===== src/rtl/lsu_dport.sv =====
// lsu_dport: load/store requester for the mox125 data memory port.
// Converts byte/halfword/word loads and stores into 4-byte big-endian
// dcache accesses. Sub-word stores read the containing word, merge the
// new bytes in, and write the whole word back.

module lsu_dport #(
    parameter bit CHECK_ALIGN = 1'b1
) (
    input  logic        clk_i,
    input  logic        rst_i,
    input  logic        req_i,
    input  logic        we_req_i,
    input  logic [1:0]  size_i,
    input  logic [31:0] addr_i,
    input  logic [31:0] wdata_i,
    output logic        busy_o,
    output logic        done_o,
    output logic        err_o,
    output logic [31:0] rdata_o,
    output logic [31:0] dc_address_o,
    output logic [31:0] dc_data_o,
    output logic        dc_we_o,
    input  logic [31:0] dc_data_i,
    input  logic        dc_stall_i
);

    typedef enum logic [2:0] {
        IDLE   = 3'd0,
        RD     = 3'd1,
        RMW_RD = 3'd2,
        WR     = 3'd3,
        DONE   = 3'd4
    } state_t;

    localparam logic [1:0] SIZE_BYTE = 2'b00;
    localparam logic [1:0] SIZE_HALF = 2'b01;
    localparam logic [1:0] SIZE_WORD = 2'b10;
    localparam logic [1:0] SIZE_BAD  = 2'b11;

    state_t      state;
    state_t      state_next;

    // Request attributes captured at accept time. Only the low half of the
    // store data is kept; word stores load dc_data_o directly from wdata_i.
    logic [1:0]  size_q;
    logic [15:0] wdata_q;
    logic        err_q;

    logic        misaligned;
    logic        reject;
    logic [31:0] load_value;
    logic [31:0] merge_value;

    // Classify the incoming request: misalignment and outright rejection
    always_comb begin
        misaligned = 1'b0;
        case (size_i)
            SIZE_HALF: misaligned = addr_i[0];
            SIZE_WORD: misaligned = |addr_i[1:0];
            default:   misaligned = 1'b0;
        endcase
        reject = (size_i == SIZE_BAD) || (CHECK_ALIGN && misaligned);
    end

    // Extract the load result and build the read-modify-write word; the
    // addressed byte is always the most significant byte of dc_data_i
    always_comb begin
        load_value  = dc_data_i;
        merge_value = {wdata_q, dc_data_i[15:0]};
        case (size_q)
            SIZE_BYTE: begin
                load_value  = {24'b0, dc_data_i[31:24]};
                merge_value = {wdata_q[7:0], dc_data_i[23:0]};
            end
            SIZE_HALF: begin
                load_value  = {16'b0, dc_data_i[31:16]};
                merge_value = {wdata_q, dc_data_i[15:0]};
            end
            default: begin
                load_value  = dc_data_i;
                merge_value = {wdata_q, dc_data_i[15:0]};
            end
        endcase
    end

    // State register
    always_ff @(posedge clk_i or posedge rst_i) begin
        if (rst_i) begin
            state <= IDLE;
        end else begin
            state <= state_next;
        end
    end

    // Next-state logic and state-decoded outputs; dc_we_o depends on state only
    always_comb begin
        state_next = state;
        busy_o     = 1'b1;
        done_o     = 1'b0;
        err_o      = 1'b0;
        dc_we_o    = 1'b0;
        case (state)
            IDLE: begin
                busy_o = 1'b0;
                if (req_i) begin
                    if (reject) begin
                        state_next = DONE;
                    end else if (!we_req_i) begin
                        state_next = RD;
                    end else if (size_i == SIZE_WORD) begin
                        state_next = WR;
                    end else begin
                        state_next = RMW_RD;
                    end
                end
            end
            RD: begin
                if (!dc_stall_i) begin
                    state_next = DONE;
                end
            end
            RMW_RD: begin
                if (!dc_stall_i) begin
                    state_next = WR;
                end
            end
            WR: begin
                dc_we_o = 1'b1;
                if (!dc_stall_i) begin
                    state_next = DONE;
                end
            end
            DONE: begin
                done_o     = 1'b1;
                err_o      = err_q;
                state_next = IDLE;
            end
            default: begin
                busy_o     = 1'b0;
                state_next = IDLE;
            end
        endcase
    end

    // Datapath registers: capture the request, load result and write word
    always_ff @(posedge clk_i or posedge rst_i) begin
        if (rst_i) begin
            size_q       <= SIZE_BYTE;
            wdata_q      <= 16'h0;
            err_q        <= 1'b0;
            rdata_o      <= 32'h0;
            dc_address_o <= 32'h0;
            dc_data_o    <= 32'h0;
        end else begin
            case (state)
                IDLE: begin
                    if (req_i) begin
                        size_q       <= size_i;
                        wdata_q      <= wdata_i[15:0];
                        err_q        <= reject;
                        dc_address_o <= addr_i;
                        if (we_req_i && (size_i == SIZE_WORD) && !reject) begin
                            dc_data_o <= wdata_i;
                        end
                    end
                end
                RD: begin
                    if (!dc_stall_i) begin
                        rdata_o <= load_value;
                    end
                end
                RMW_RD: begin
                    if (!dc_stall_i) begin
                        dc_data_o <= merge_value;
                    end
                end
                default: begin
                end
            endcase
        end
    end

endmodule

===== config.mk =====
export PLATFORM = sky130hd
export DESIGN_NAME = lsu_dport
export DESIGN_NICKNAME = d
export VERILOG_FILES = /design/src/rtl/lsu_dport.sv
export SDC_FILE = /design/constraint.sdc
export NUM_CORES = 1
export LEC_CHECK = 0
export CAP_MARGIN = 20
export CELL_PAD_IN_SITES_DETAIL_PLACEMENT = 1
export CELL_PAD_IN_SITES_GLOBAL_PLACEMENT = 1
export CORE_MARGIN = 5
export CORE_UTILIZATION = 34
export DETAILED_ROUTE_END_ITERATION = 7
export PLACE_DENSITY_LB_ADDON = 0.1
export SLEW_MARGIN = 0
export SYNTH_ARGS = -nofsm -noshare
export SYNTH_HDL_FRONTEND = slang
export SYNTH_SLANG_ARGS = --single-unit

===== constraint.sdc =====
create_clock -name clk_i -period 5.3 [get_ports clk_i]
set_input_delay 0.795 -clock clk_i [delete_from_list [all_inputs] [get_ports clk_i]]
set_output_delay 0.795 -clock clk_i [all_outputs]
set_load 0.05 [all_outputs]

Word-level counts from Yosys, hierarchy flattened
Index checks and enable logic that the tools add are counted.
- RAM bits: 0
- input bits: 103
- memory bits (read-only): 0
- output and inout bits: 100
- memories: 0
- bits in latches: 0
- logic and storage cells: 52
- register bits after elaboration: 118
- shift operators: 0
- eq/ne operators: 12
- order comparisons: 0
- bitwise operators: 1
- add/sub/neg operators: 0
- mux-type cells: 18
- multipliers: 0
- reduce and logical (&&, ||, !) cells: 14
- div/mod/pow operators: 0
- operators with widths (operator ; number):
    32-bit 2-to-1 mux ; 4
    32-bit one-hot mux with 2 select lines ; 2
    3-bit 2-to-1 mux ; 4
    3-bit one-hot mux with 3 select lines ; 1
    2-bit != test (second input constant) ; 4
    3-bit by 2-bit equality test with 1-bit output (second input constant) ; 2
    1-bit 2-to-1 mux ; 5
    2-bit by 1-bit equality test with 1-bit output (second input constant) ; 2
    2-bit equality test (second input constant) ; 2
    2-bit AND reduction ; 2
    4-bit AND reduction ; 1
    2-bit OR reduction ; 2
    4-bit OR reduction ; 1
    3-bit by 1-bit equality test with 1-bit output (second input constant) ; 1
    3-bit equality test (second input constant) ; 1
    3-bit logical NOT ; 1
    3-bit AND reduction ; 1
    1-bit logical AND ; 2
    2-bit logical NOT ; 1
    2-bit 2-to-1 mux ; 1
    1-bit one-hot mux with 2 select lines ; 1
    2-bit nonzero test ; 1
    1-bit logical NOT ; 1
    1-bit logical OR ; 1
    1-bit NOT ; 1

Depth between registers and ports, before layout
Gate-level depths: netlist of run 1.
- depth in word-level cells: 8
- depth in mapped cells: 8
- mapped depth without buffers: 6

Worst setup path after synthesis of run 1
No wires, ideal clock.
- path type: reg2out
- from: register state[0]
- to: output port err_o
- stages on the path, launching flop included: 4
- buffers on the path: 1
- data arrival time: 2295 ps
- slack: 2210 ps
- required time: 4505 ps
- cells stage by stage: dfrtp_1 -> buf_2 -> nor3b_1 -> and2_1
- word-level cells in the longest chain between the ends: 2
- ends and longest elaborated chain (item ; line ; text):
    start, declared ; 40 ; state_t state;
    start signal, assigned ; 91 ; state <= state_next;
    3-bit equality test ; 102 ; case (state)
    1-bit 2-to-1 mux ; 102 ;
    end, declared ; 18 ; output logic err_o,
Every way passes these cells.

Worst setup path after layout of run 1
- from: input port size_i[0]
- to: register dc_data_o[31]
- word-level cells in the longest chain between the ends: 7
- elaborated cells on any way between the ends: 10
- those cells by class: eq/ne (4); mux (1); reduce/logical (5)
- ends and longest elaborated chain (item ; line ; text):
    start, declared ; 13 ; input logic [1:0] size_i,
    2-bit equality test / 2-bit by 1-bit equality test with 1-bit output (equally long branches) ; 57, 162 ;
    1-bit one-hot mux with 2 select lines ; 57 ; case (size_i)
    1-bit logical OR ; 62 ; reject = (size_i == SIZE_BAD) || (CHECK_ALIGN && misaligned);
    1-bit logical NOT ; 162 ; if (we_req_i && (size_i == SIZE_WORD) && !reject) begin
    1-bit logical AND (*) ; 162 ;
    2-bit != test (no source line) (*) ; - ;
    4-bit AND reduction (no source line) (*) ; - ;
    end signal, assigned ; 163 ; dc_data_o <= wdata_i;
    end signal, assigned ; 174 ; dc_data_o <= merge_value;
    end, declared ; 21 ; output logic [31:0] dc_data_o,
Every way passes the cells marked *; elsewhere a longest branch is shown, timed or not.
A chain may end at the register's enable or synchronous reset.

==> results of run 1 <==
## flip-flops by register name (all words and copies together), names as in the netlist
register / cells
dc_address_o: 32
dc_data_o: 32
rdata_o: 32
wdata_q: 16
state: 3
size_q: 2
err_q: 1
## cells in the final DEF, fill, tap and decap left out, types with 2 or more instances in the layout
cell,instances
nor3b_1,2
nor2_1,27
nor2b_1,3
inv_1,3
clkbuf_16,17
a21oi_1,27
mux2_2,68
a211oi_1,2
a22oi_1,8
mux2i_1,24
buf_4,7
o21ai_1,28
clkinvlp_4,2
ha_1,3
mux2_4,30
and3b_1,2
clkdlybuf4s50_1,202
clkinv_2,4
clkinv_4,2
nand2_1,49
clkbuf_8,2
o21ai_0,6
dfrtp_1,118
bufinv_16,5
## per-stage QoR
step	hold slack (ns)	util, %
after floorplan	0.4799	-
after global routing	0.5155	52.47
after detailed placement	0.4752	48.24
after global placement	0.4678	48.24
after CTS	0.4882	52.37
final	0.4832	52.47
## layer usage
metal	global-route usage, %	vias to the layer above	wire length, um
li1	-	1964	-
met1	21.55	2079	6774
met2	32.16	146	8772
met4	6.818	0	325
met3	8.181	20	1668
met5	0	-	0
## worst min-delay path by stage
stage                startpoint           to  cells after the start
floorplan           wdata_q[14]  wdata_q[14]                      1
global placement    rdata_o[22]  rdata_o[22]                      2
detailed placement  rdata_o[12]  rdata_o[12]                      2
CTS                 rdata_o[12]  rdata_o[12]                      2
global route        rdata_o[29]  rdata_o[29]                      2
finish              rdata_o[12]  rdata_o[12]                      2
## layout make-up
class                   instances  area share, %
well taps                     216          3.243
flip-flops and latches        118          35.43
clock buffers                  19          5.435
multi-input cells             296          28.18
inverters                       4         0.2102
clock inverters                13          2.432
repair buffers                210          25.07
## cell families after synthesis
kind of cell / Yosys count / share of synthesized area [%]
flops: 118 / 53.51
compound gates: 75 / 7.483
fa+ha+maj: 3 / 0.6803
mux: 122 / 26.39
buf+inv: 37 / 4.059
simple gates: 96 / 7.869
## power by group through the flow
stage               Clock [mW]  Combinational (mW)  Sequential (mW)
floorplan                    0                1.41             2.84
global placement             0                3.64             1.66
detailed placement           0                3.70             1.68
CTS                       1.30                3.72             1.68
global route              1.35                3.87             1.74
finish                    1.27                3.67             1.67
## worst min-delay path: stages, from the launching register on
cell and delay [ns]:
dfrtp_1 0.34, nand2_1 0.05, o21ai_1 0.06
==> flow_metrics.tcl, run 1 <==
set metrics [dict create \
    cts_tree "done" \
    remaining_drc_errors 0 \
    drtIter0Drc 125 \
    rsz0062_at_grt "no" \
    nFillCells 1689 \
    dp_slack_ns 1.627 \
    clockRootBuffer "clkbuf_16" \
    clk_latency_ns 0.41 \
    postCtsResizedCells 0 \
    antenna_left 0 \
    cp_max_fo 18 \
    synth_top_area_share_pct 53.51 \
    path_class "input port to flip-flop" \
    grt_pass1_wl_um 26950 \
    fmax_mhz 308.1 \
    hpwl_um 13080 \
    cellInternalPower_mw 3.682 \
    port-buffer-count 202 \
    setup_ws_ns 2.055 \
    antenna_found_initial 0 \
    synth_area_um2 5518 \
    crit_chain "clkdlybuf4s50_1, inv_1, ha_1, or2_1, a211oi_1, o21ba_2, buf_4, mux2_2" \
    synth_area_leaders "dfrtp_1, mux2_2, mux2_4" \
    crit_arrival_ns 3.54 \
    p_switching_mw 2.928 \
    tightest_slew_ns 0.7320 \
    via_per_inst 4.805 \
    dieArea_um2 18880 \
    ys.flop_type "dfrtp_1" \
    fin_area_um2 8334 \
    rows 46 \
    multiInputGateArea_um2 2349 \
    wl_per_cell_um 20.02 \
    yosysMostFrequentCell "dfrtp_1" \
    synth_nets 557 \
    cts.path.max_buffers 2 \
    cts_buffers 17 \
    fin_crit_sh_pct 61.23 \
    syn_inst 451 \
    cts.sinks 118 \
    rrSetupSlack_ns 2.84 \
    dpl_cell_area_um2 7664 \
    start_util_pct 34.74 \
    cp-start-kind "input port" \
    gp_congestion 0.8213 \
    crit_path_end_kind "flip-flop" \
    switching_share_pct 44.30 \
    setup_viol 0 \
    final-seq-area_um2 2953 \
    die_h_um 137.4 \
    clockPowerShare_pct 19.3 \
    hp-class "flip-flop to flip-flop" \
    slowest_stage "o21ba_2" \
    fin_crit_ns 3.245 \
    yosysTopAreaCell "dfrtp_1" \
    synth-edff-count 0 \
    postSynthAreaPerCell_um2 12.23 \
    cp-endpoint "dc_data_o[31]" \
    reg2regPathDepth 5 \
    io_pins 203 \
    ys_ff_latch 118 \
    grt_pass1_vias 4730 \
    fin_worst_skew_ns 0.008591 \
    final_max_slew_viol_count 0 \
    cts_hold_buf 0 \
    stdcell_count 876 \
    cp.buffers_inverters 3 \
    p_per_area_nw_per_um2 793.2 \
    critPathTopFamily "buffers and inverters" \
    async_flop_share_pct 100.0 \
    core_um2 15890 \
    overflow 0 \
    r2r_end "dc_data_o[31]" \
    post_cts_buffers 0 \
    cp_slowest_stage_delay_ns 0.60 \
    relSlewSlack_pct 51.10 \
    area_growth_pct 51.04 \
    path_clk_slew_ns 0.06 \
    total_power_mw 6.611 \
    status "complete, no violations" \
    grt.total_usage_pct 19.08 \
    netlist_top_cells_count "dfrtp_1, mux2_2, nand2_1" \
    n_antenna_cell 0 \
    die_x_um 137.4 \
    synth.distinct_cells 38 \
    drive_gt1_share_pct 22.12 \
    final_hold_viol_count 0 \
    grt_start_max_net_pins 65 \
    seq_area_frac_synth_pct 53.51 \
    vdd_drop_max_mv 0.3323 \
    cp.depth 8 \
    p_seq_share_pct 25.2 \
    rr_startpoint "state[1]" \
    cap_violations 0 \
    vias 4209 \
    fin_setup_tns_ns 0 \
    p_leak_nw 3.506 \
    crit_path_start "size_i[0]" \
    dp.cells 843 \
    fin_nets 753 \
    yosysWarnings 0 \
    cp.required_ns 5.59 \
    dr.pass1.iters 6 \
    cts.htree.levels 4 \
    wirelength_um 17540 \
    p_comb_share_pct 55.5 \
]
(Power assumes the default switching activity.)
==> run 2: changes to the inputs <==
==> constraint.sdc (replaced) <==
create_clock -name clk_i -period 3 [get_ports clk_i]
set_input_delay 0.45 -clock clk_i [delete_from_list [all_inputs] [get_ports clk_i]]
set_output_delay 0.45 -clock clk_i [all_outputs]
set_load 0.05 [all_outputs]
==> flow_metrics.tcl, run 2 (synthesized netlist as in run 1, its figures left out) <==
set metrics [dict create \
    multiInputGateArea_um2 2349 \
    final_max_slew_viol_count 0 \
    crit_arrival_ns 2.19 \
    gp_congestion 0.7863 \
    fin_crit_ns 2.637 \
    cp-start-kind "flip-flop" \
    io_pins 203 \
    crit_path_end_kind "primary output" \
    fin_crit_sh_pct 87.88 \
    path_clk_slew_ns 0.06 \
    post_cts_buffers 0 \
    grt_start_max_net_pins 65 \
    dieArea_um2 18880 \
    total_power_mw 11.86 \
    fin_area_um2 8437 \
    cts_tree "done" \
    final_hold_viol_count 0 \
    setup_viol 0 \
    final_util_pct 53.11 \
    final_cell_mix "clkdlybuf4s50_1, dfrtp_1, mux2_2, nand2_1, mux2_4" \
    remaining_drc_errors 0 \
    rsz0062_at_grt "no" \
    grt_pass1_vias 4847 \
    cap_violations 0 \
    status "complete, no violations" \
    cts.path.max_buffers 2 \
    core_um2 15890 \
    area_growth_pct 52.90 \
    drive_gt1_share_pct 22.09 \
    dp.cells 845 \
    wl_per_cell_um 20.14 \
    fin_setup_tns_ns 0 \
    cp.required_ns 2.55 \
    holdWs_ns 0.4833 \
    vdd_drop_max_mv 0.6701 \
    p_per_area_nw_per_um2 1406 \
    grt_pass1_wl_um 27100 \
    postCtsResizedCells 0 \
    dp_slack_ns 0.2521 \
    cp_max_fo 11 \
    start_util_pct 34.74 \
    largest_registers "dc_address_o (32), dc_data_o (32), rdata_o (32)" \
    nFillCells 1674 \
    fin_worst_skew_ns 0.006230 \
    hpwl_um 12930 \
    relSlewSlack_pct 41.27 \
    hp-class "flip-flop to flip-flop" \
    fin_nets 754 \
    antenna_left 0 \
    cts_buffers 17 \
    n_antenna_cell 0 \
    dr.pass1.iters 4 \
    p_leak_nw 3.536 \
    grt.total_usage_pct 19.17 \
    cts_hold_buf 0 \
    antenna_found_initial 2 \
    final-seq-area_um2 2953 \
    stdcell_count 877 \
    cts.sinks 118 \
    port-buffer-count 202 \
    die_h_um 137.4 \
    drtIter0Drc 145 \
    rr_startpoint "state[1]" \
    rows 46 \
    via_per_inst 4.834 \
    vias 4239 \
    hp-start "rdata_o[8]" \
    dpl_cell_area_um2 7742 \
    clockRootBuffer "clkbuf_16" \
    layout_commonest_cell "clkdlybuf4s50_1" \
    wirelength_um 17660 \
    tightest_slew_ns 0.8790 \
    path_class "flip-flop to primary output" \
    setup_ws_ns 0.3635 \
    clk_latency_ns 0.42 \
    overflow 0 \
    die_x_um 137.4 \
    fmax_mhz 379.3 \
    cts.htree.levels 4 \
    crit_path_start "state[2]" \
]
-- run 2: final cells by class --
class	count	share of cell area (%)
multi-input combinational	296	27.84
clock inverter	13	2.981
timing repair buffer	211	25.51
tap	216	3.203
sequential	118	35.00
inverter	4	0.2225
clock buffer	19	5.250
-- run 2: layer usage --
metal	share of wire (%)	global-route usage [%]
met3	9.4	8.583
met4	0.99	5.266
met1	37	21.37
met5	0.074	0
met2	52	33.13
-- run 2: worst max-delay path: stages (launching register included) --
cell and delay [ns]:
dfrtp_1 0.55, nor3b_1 0.27, and2_1 0.16, clkdlybuf4s50_1 0.80
-- run 2: worst paths after layout --
kind                                      end  cells past startpoint  slack (ns)
worst max register to register  dc_data_o[10]                      4        0.94
min in group asynchronous         rdata_o[27]                      2        0.56
worst min register to register     rdata_o[8]                      2        0.48
worst max-delay path                    err_o                      3        0.36
worst min-delay path               rdata_o[8]                      2        0.48
max in group asynchronous          rdata_o[6]                      3        1.76
-- run 2: report_power, final --
part / switching [mW] / internal (mW) / leakage [nW]
registers: 0.556 / 2.40 / 1.43
logic: 3.88 / 2.63 / 1.78
clock network: 0.738 / 1.66 / 0.329
total: 5.18 / 6.68 / 3.54
==> run 3: changes to the inputs <==
--- a/config.mk
+++ b/config.mk
@@ -16,3 +16,4 @@
 export SYNTH_ARGS = -nofsm -noshare
 export SYNTH_HDL_FRONTEND = slang
 export SYNTH_SLANG_ARGS = --single-unit
+export TNS_END_PERCENT = 20
==> results of run 3 <==
No change in the layout: final DEF, timing and power equal those of run 2.
